$ cat src/rtl/mul_sfx_ufx_pkg.sv
// Shared constants for the signed x unsigned fixed-point multiplier:
// mode bit positions and the exact product width.
package mul_sfx_ufx_pkg;

   localparam int MODE_RND = 0;
   localparam int MODE_SAT = 1;

   // The unsigned operand gains a zero sign bit, so the product is exact in SW+UW+1 bits.
   function automatic int prod_width(input int sw, input int uw);
      return sw + uw + 1;
   endfunction

endpackage

$ cat src/rtl/sfx_round_sat.sv
// Combinational post-processing of an exact signed product: optional half-up
// rounding, arithmetic right shift by FRAC, then saturate or wrap to OW bits.
module sfx_round_sat
   import mul_sfx_ufx_pkg::*;
#(
   parameter int PW   = 41,
   parameter int OW   = 32,
   parameter int FRAC = 0
)
(
   input  logic signed [PW-1:0] prod,
   input  logic [1:0]           mode,
   output logic signed [OW-1:0] result,
   output logic                 ovf
);

   // One guard bit for the rounding carry, and always at least one bit wider than OW.
   localparam int WW = ((PW + 1 > OW) ? PW + 1 : OW) + 1;
   localparam int RS = (FRAC > 0) ? FRAC - 1 : 0;

   logic signed [WW-1:0] prod_x;
   logic signed [WW-1:0] rnd_add;
   logic signed [WW-1:0] sum;
   logic signed [WW-1:0] shifted;
   logic signed [WW-1:0] back;
   logic signed [OW-1:0] low;

   assign prod_x = WW'(prod);

   always_comb begin
      rnd_add = '0;
      if (mode[MODE_RND] && (FRAC > 0)) begin
         rnd_add = WW'(1) << RS;
      end
   end

   assign sum     = prod_x + rnd_add;
   assign shifted = sum >>> FRAC;
   assign low     = shifted[OW-1:0];
   assign back    = WW'(low);
   assign ovf     = (back != shifted);

   always_comb begin
      result = low;
      if (ovf && mode[MODE_SAT]) begin
         result = shifted[WW-1] ? {1'b1, {(OW-1){1'b0}}} : {1'b0, {(OW-1){1'b1}}};
      end
   end

endmodule

$ cat src/rtl/mul_sfx_ufx_pipe.sv
// Pipelined signed x unsigned fixed-point multiplier with valid/ready flow control.
// Stages 1..STAGES-1 carry the product; the final stage rounds/saturates into the output register.
module mul_sfx_ufx_pipe
   import mul_sfx_ufx_pkg::*;
#(
   parameter int SW     = 32,
   parameter int UW     = 8,
   parameter int OW     = 32,
   parameter int FRAC   = 0,
   parameter int STAGES = 3
)
(
   input  logic                 clk,
   input  logic                 rst_n,
   input  logic                 in_valid,
   output logic                 in_ready,
   input  logic [SW-1:0]        sd,
   input  logic [UW-1:0]        ud,
   input  logic [1:0]           mode,
   output logic                 out_valid,
   input  logic                 out_ready,
   output logic signed [OW-1:0] result,
   output logic                 ovf
);

   localparam int PW = prod_width(SW, UW);

   logic                 adv;
   logic signed [SW-1:0] sd_s;
   logic signed [UW:0]   ud_s;
   logic signed [PW-1:0] prod_c;

   logic [STAGES-1:1]    vld_reg;
   logic [STAGES-1:1]    vld_next;
   logic signed [PW-1:0] prod_reg  [1:STAGES-1];
   logic signed [PW-1:0] prod_next [1:STAGES-1];
   logic [1:0]           mode_reg  [1:STAGES-1];
   logic [1:0]           mode_next [1:STAGES-1];

   logic                 out_valid_reg;
   logic signed [OW-1:0] result_reg;
   logic                 ovf_reg;
   logic signed [OW-1:0] rs_result;
   logic                 rs_ovf;

   // Whole pipeline moves in lockstep; it only freezes when the output holds an unaccepted beat.
   assign adv      = !out_valid_reg || out_ready;
   assign in_ready = adv;

   assign sd_s   = sd;
   assign ud_s   = {1'b0, ud};
   assign prod_c = PW'(sd_s) * PW'(ud_s);

   genvar gi;
   generate
      for (gi = 1; gi < STAGES; gi++) begin : g_stage
         if (gi == 1) begin : g_first
            assign vld_next[gi]  = in_valid;
            assign prod_next[gi] = prod_c;
            assign mode_next[gi] = mode;
         end else begin : g_rest
            assign vld_next[gi]  = vld_reg[gi-1];
            assign prod_next[gi] = prod_reg[gi-1];
            assign mode_next[gi] = mode_reg[gi-1];
         end
      end
   endgenerate

   always_ff @(posedge clk or negedge rst_n) begin
      if (!rst_n) begin
         vld_reg <= '0;
      end else if (adv) begin
         vld_reg <= vld_next;
      end
   end

   // Payload registers carry no reset; their contents are qualified by vld_reg.
   always_ff @(posedge clk) begin
      if (adv) begin
         for (int i = 1; i < STAGES; i++) begin
            prod_reg[i] <= prod_next[i];
            mode_reg[i] <= mode_next[i];
         end
      end
   end

   sfx_round_sat #(
      .PW   (PW),
      .OW   (OW),
      .FRAC (FRAC)
   ) u_round_sat (
      .prod   (prod_reg[STAGES-1]),
      .mode   (mode_reg[STAGES-1]),
      .result (rs_result),
      .ovf    (rs_ovf)
   );

   always_ff @(posedge clk or negedge rst_n) begin
      if (!rst_n) begin
         out_valid_reg <= 1'b0;
         result_reg    <= '0;
         ovf_reg       <= 1'b0;
      end else if (adv) begin
         out_valid_reg <= vld_reg[STAGES-1];
         if (vld_reg[STAGES-1]) begin
            result_reg <= rs_result;
            ovf_reg    <= rs_ovf;
         end
      end
   end

   assign out_valid = out_valid_reg;
   assign result    = result_reg;
   assign ovf       = ovf_reg;

endmodule

$ cat config.mk
export PLATFORM = sky130hd
export DESIGN_NAME = mul_sfx_ufx_pipe
export DESIGN_NICKNAME = d
export VERILOG_FILES = /design/src/rtl/mul_sfx_ufx_pkg.sv /design/src/rtl/sfx_round_sat.sv /design/src/rtl/mul_sfx_ufx_pipe.sv
export SDC_FILE = /design/constraint.sdc
export NUM_CORES = 1
export LEC_CHECK = 0
export CAP_MARGIN = 20
export CORE_ASPECT_RATIO = 0.7
export CORE_MARGIN = 8
export CORE_UTILIZATION = 54
export DETAILED_ROUTE_END_ITERATION = 12
export DONT_BUFFER_PORTS = 1
export GPL_TIMING_DRIVEN = 0
export PLACE_DENSITY = 0.69
export SYNTH_ARGS = -nofsm -noshare
export SYNTH_HDL_FRONTEND = slang
export SYNTH_SLANG_ARGS = --single-unit
$ cat constraint.sdc
create_clock -name clk -period 4.71 [get_ports clk]
set_input_delay 0.471 -clock clk [delete_from_list [all_inputs] [get_ports clk]]
set_output_delay 0.471 -clock clk [all_outputs]
set_load 0.01 [all_outputs]
Word-level counts from Yosys, hierarchy flattened
Memories as Yosys holds them, arrays and structs flattened.
Index checks and enable logic that the tools add are counted.
- bits in registers: 36
- memories kept: 2
- bits in writable memories: 86
- logic and storage cells: 16
- input port bits: 46
- output and inout port bits: 35
- muxes and demuxes: 4
- multiply operators: 1
- equality and inequality tests: 1
- reduce and logical (&&, ||, !) cells: 4
- memory list (name ; depth ; bits a word ; read ports ; clocked after Yosys merged registers in ; wr ports ; RTL line ; RTL):
    prod_reg ; 2 ; 41 ; 2 ; 0 ; 2 ; mul_sfx_ufx_pipe.sv:35 ; logic signed [PW-1:0] prod_reg [1:STAGES-1];
    mode_reg ; 2 ; 2 ; 2 ; 0 ; 2 ; mul_sfx_ufx_pipe.sv:37 ; logic [1:0] mode_reg [1:STAGES-1];
- operators with widths (cell ; count):
    $mux 32 ; 2
    $mul 32x9->41 ; 1
    $ne 1x9->1 ; 1
    $mux 1 ; 2
    $reduce_and 2->1 ; 1
    $logic_and 1x1->1 ; 1
    $logic_not 1->1 ; 1
    $logic_or 1x1->1 ; 1

Longest topological paths before layout
- word-level depth: 4
- gate-level depth with buffers: 19
- mapped depth without buffers: 18

By module
From an unflattened synthesis, not the netlist that was laid out.
- cells, all modules: 1282
- area, all modules: 13465.4 um2
- by module, submodules not included (module ; instances ; seq. area each (um2) ; cells each ; area an instance (um2)):
    mul_sfx_ufx_pipe ; 1 ; 3483.3 ; 1225 ; 12849.8
    sfx_round_sat ; 1 ; 0.0 ; 57 ; 615.6

Worst setup path after synthesis
No wires, ideal clock.
- path type: in2reg
- from: input ud[0]
- to: memory prod_reg[1][38], data pin
- path buffers: 2
- setup time: 0.255 ns
- stages: 18
- setup slack: -0.270 ns
- data arrival time: 4.724 ns
- data required time: 4.455 ns
- cell sequence: clkbuf_1 > nand2_1 > fa_1 > inv_1 > fa_1 > fa_1 > inv_1 > fa_1 > inv_1 > ha_1 > buf_6 > a21oi_2 > o21ai_0 > a311oi_2 > o21ai_2 > a31o_1 > or3b_1 > and3_1
- RTL lines (item ; RTL line ; RTL):
    from (decl) ; mul_sfx_ufx_pipe.sv:18 ; input logic [UW-1:0] ud,
    to (decl) ; mul_sfx_ufx_pipe.sv:35 ;

==> impl_metrics.json <==
{
  "status": "completed",
  "fillers": 1999,
  "syn_avg_cell_area_um2": 9.94,
  "port_buffers": 0,
  "dp.final_hpwl_um": 24700,
  "grt_pass1_wl_um": 50300,
  "largest_reg_flops": 82,
  "finalPower_mw": 9.98,
  "hp-start": "mode[1]",
  "final-instance-count-excl-fill": 1666,
  "io-pin-count": 81,
  "dp_slack_ns": -0.869,
  "setup_viol": 0,
  "crit_end": "prod_reg[1][38]",
  "min_path_type": "input port to flip-flop",
  "synth_cell_types": 57,
  "diodes": 0,
  "grt_overflow_total": 0,
  "worst_pin_slew_ns": 0.799,
  "start_util_pct": 55.0,
  "syn_inst": 1307,
  "cp-end-kind": "flip-flop",
  "core_mm2": 0.0236,
  "fmax_mhz": 216,
  "drcViolationCount": 0,
  "p_leak_nw": 6.92,
  "ys_warn_count": 0,
  "root_buffer": "clkbuf_16",
  "clk_latency_ns": 0.40,
  "chipHeight_um": 146,
  "maxSlewViolCount": 0,
  "grt_use_total_pct": 21.4,
  "yosys_most_used_dff": "edfxtp_1",
  "r2r_start": "out_valid",
  "vias_per_cell": 5.44,
  "period_share_pct": 98.3,
  "fin_ws_ns": 0.0791,
  "path_max_fanout": 10,
  "synth_area_mm2": 0.0130,
  "maxCapViolations": 0,
  "num_vias": 9071,
  "cts_buffer_depth": 2,
  "regArea_mm2": 0.00342,
  "slew_headroom_pct": 45.9,
  "fp-row-count": 47,
  "synth_nets": 1633,
  "synthArstFlopShare_pct": 30.0,
  "synth_seq_cells": 120,
  "gp_congestion": 0.887,
  "dr.pass1.iters": 6,
  "ir_worst_vdd_uv": 364,
  "wirelength_um": 30700,
  "cts_sinks": 120,
  "synth_edf_count": 84,
  "placedCellCount": 1626,
  "cts_buffers": 17,
  "seq_area_frac_synth_pct": 26.3,
  "rsz0062_at_grt": "true",
  "area_growth_pct": 11.7,
  "r2r.worst_path.cells": 7,
  "reg2reg_slack_ns": 2.44,
  "whs_ns": 0.164,
  "die_w_um": 201,
  "critPathLaunch": "ud[2]",
  "grt_max_degree": 68,
  "hold_violations": 0,
  "final_nets": 1661,
  "clk_pin_slew_ns": 0.05,
  "drt-wirelength-per-cell_um": 18.4,
  "drtAntennaViolNets": 0,
  "critPathKind": "input port to flip-flop",
  "power_density_mw_per_mm2": 688,
  "grt_pass1_vias": 9676,
  "multi_input_area_mm2": 0.00872,
  "cts_tree": "yes",
  "post_route_cells_drive_above_1_share_pct": 10.4,
  "cp-start-kind": "input port",
  "regToRegEndpoint": "result[26]",
  "critPathRequiredTime_ns": 4.86,
  "drt-initial-drc-count": 476,
  "skew_ns": 0.00666,
  "fin_crit_ns": 4.63,
  "cp.arrival_ns": 4.79,
  "htreeDepth": 4,
  "dieArea_mm2": 0.0294,
  "antenna_found_initial": 0
}
## area by class of cell
| type | count | area share, % |
|---|---|---|
| sequential | 120 | 23.6 |
| inverter | 246 | 6.36 |
| buffer | 51 | 2.47 |
| clock buffer | 18 | 2.96 |
| clock inverter | 14 | 0.922 |
| timing repair buffer | 13 | 0.914 |
| tap | 318 | 2.74 |
| multi-input combinational | 886 | 60.0 |
## repair_timing
action,4_1_cts,5_1_grt
setup buffers,0,10
setup endpoints to repair,18,14
pin swaps,2,27
gates resized for setup,33,78
hold buffers,2,0
endpoints found under the hold margin,36,0
## how the worst min path moves through the flow
stage,to,slack [ns],cells after the start
after global placement,result[9],0.18,0
final,mode_reg[1][1],0.16,0
after global routing,mode_reg[1][1],0.14,0
after detailed placement,result[8],0.18,0
after floorplan,out_valid,0.18,0
after CTS,mode_reg[1][1],0.15,0
## through the flow
step / utilization, % / TNS (ns) / instance area (µm²)
floorplan: - / 0 / 13100
global placement: 57.2 / -13.39 / 13500
detailed placement: 57.3 / -13.63 / 13600
CTS: 60.3 / 0 / 14200
global route: 61.4 / -0.178 / 14500
finish: 61.4 / 0 / 14500
## where the power goes
part | internal (mW) | switching, mW
logic | 2.77 | 3.76
registers | 1.95 | 0.285
clock network | 0.769 | 0.443
total | 5.49 | 4.49
## layer usage
layer | global-route usage, % | wire length [µm] | up-vias
met5 | 0 | 0 | -
li1 | - | - | 4177
met1 | 28.6 | 13400 | 4576
met4 | 4.92 | 465 | 0
met2 | 34.8 | 14500 | 281
met3 | 5.16 | 2340 | 37
## cells by family after synthesis
kind of cell | share of synthesized area [%]
AOI/OAI and AO/OA | 9.03
adders and majority gates | 38.4
and+or+nand+nor | 14.4
xor gates and xnor gates | 2.63
DFF | 26.3
buffers and inverters | 8.90
muxes | 0.327
## placed cells by master, fill, tap and decap left out, types with 12 or more instances in the layout
cell / netlist / layout
a21oi_1: 68 / 61
clkbuf_1: 48 / 17
xnor2_1: 27 / 27
o21ai_0: 52 / 47
ha_1: 82 / 71
xor2_1: 12 / 12
inv_1: 246 / 245
buf_4: 1 / 19
clkbuf_16: 0 / 17
nand2_1: 167 / 162
and2_1: 147 / 144
dfrtp_1: 36 / 36
fa_1: 198 / 195
edfxtp_1: 84 / 84
nor2_1: 16 / 16
a21o_1: 13 / 13
## cell usage after synthesis (all sizes together) (3+ instances only)
cell	instances	area, µm²
nor2	16	60.1
a31oi	8	50.1
dfrtp	36	901
xor2	12	105
fa	198	3960
clkbuf	48	180
nand3	13	65.1
o21bai	5	37.5
edfxtp	84	2520
and3	6	37.5
a21oi	72	375
o21ai	54	278
ha	82	1030
xnor2	27	236
nand4	11	68.8
o211ai	5	37.5
nand2	167	627
buf	7	52.5
inv	246	923
nor4	3	18.8
a21o	14	106
and2	147	920
o21a	3	22.5
a211oi	9	67.6
## worst max-delay path: stages
cell and delay, ns:
buf_4 0.19, nand2_1 0.09, fa_1 0.48, inv_1 0.06
fa_1 0.49, fa_1 0.55, inv_1 0.05, fa_1 0.47
inv_1 0.04, ha_1 0.27, buf_6 0.15, a21oi_4 0.16
o21ai_2 0.10, a311oi_4 0.28, o21ai_2 0.15, a31o_4 0.26
or3b_1 0.34, and3_1 0.17
Power figures use the tool's default switching activity.
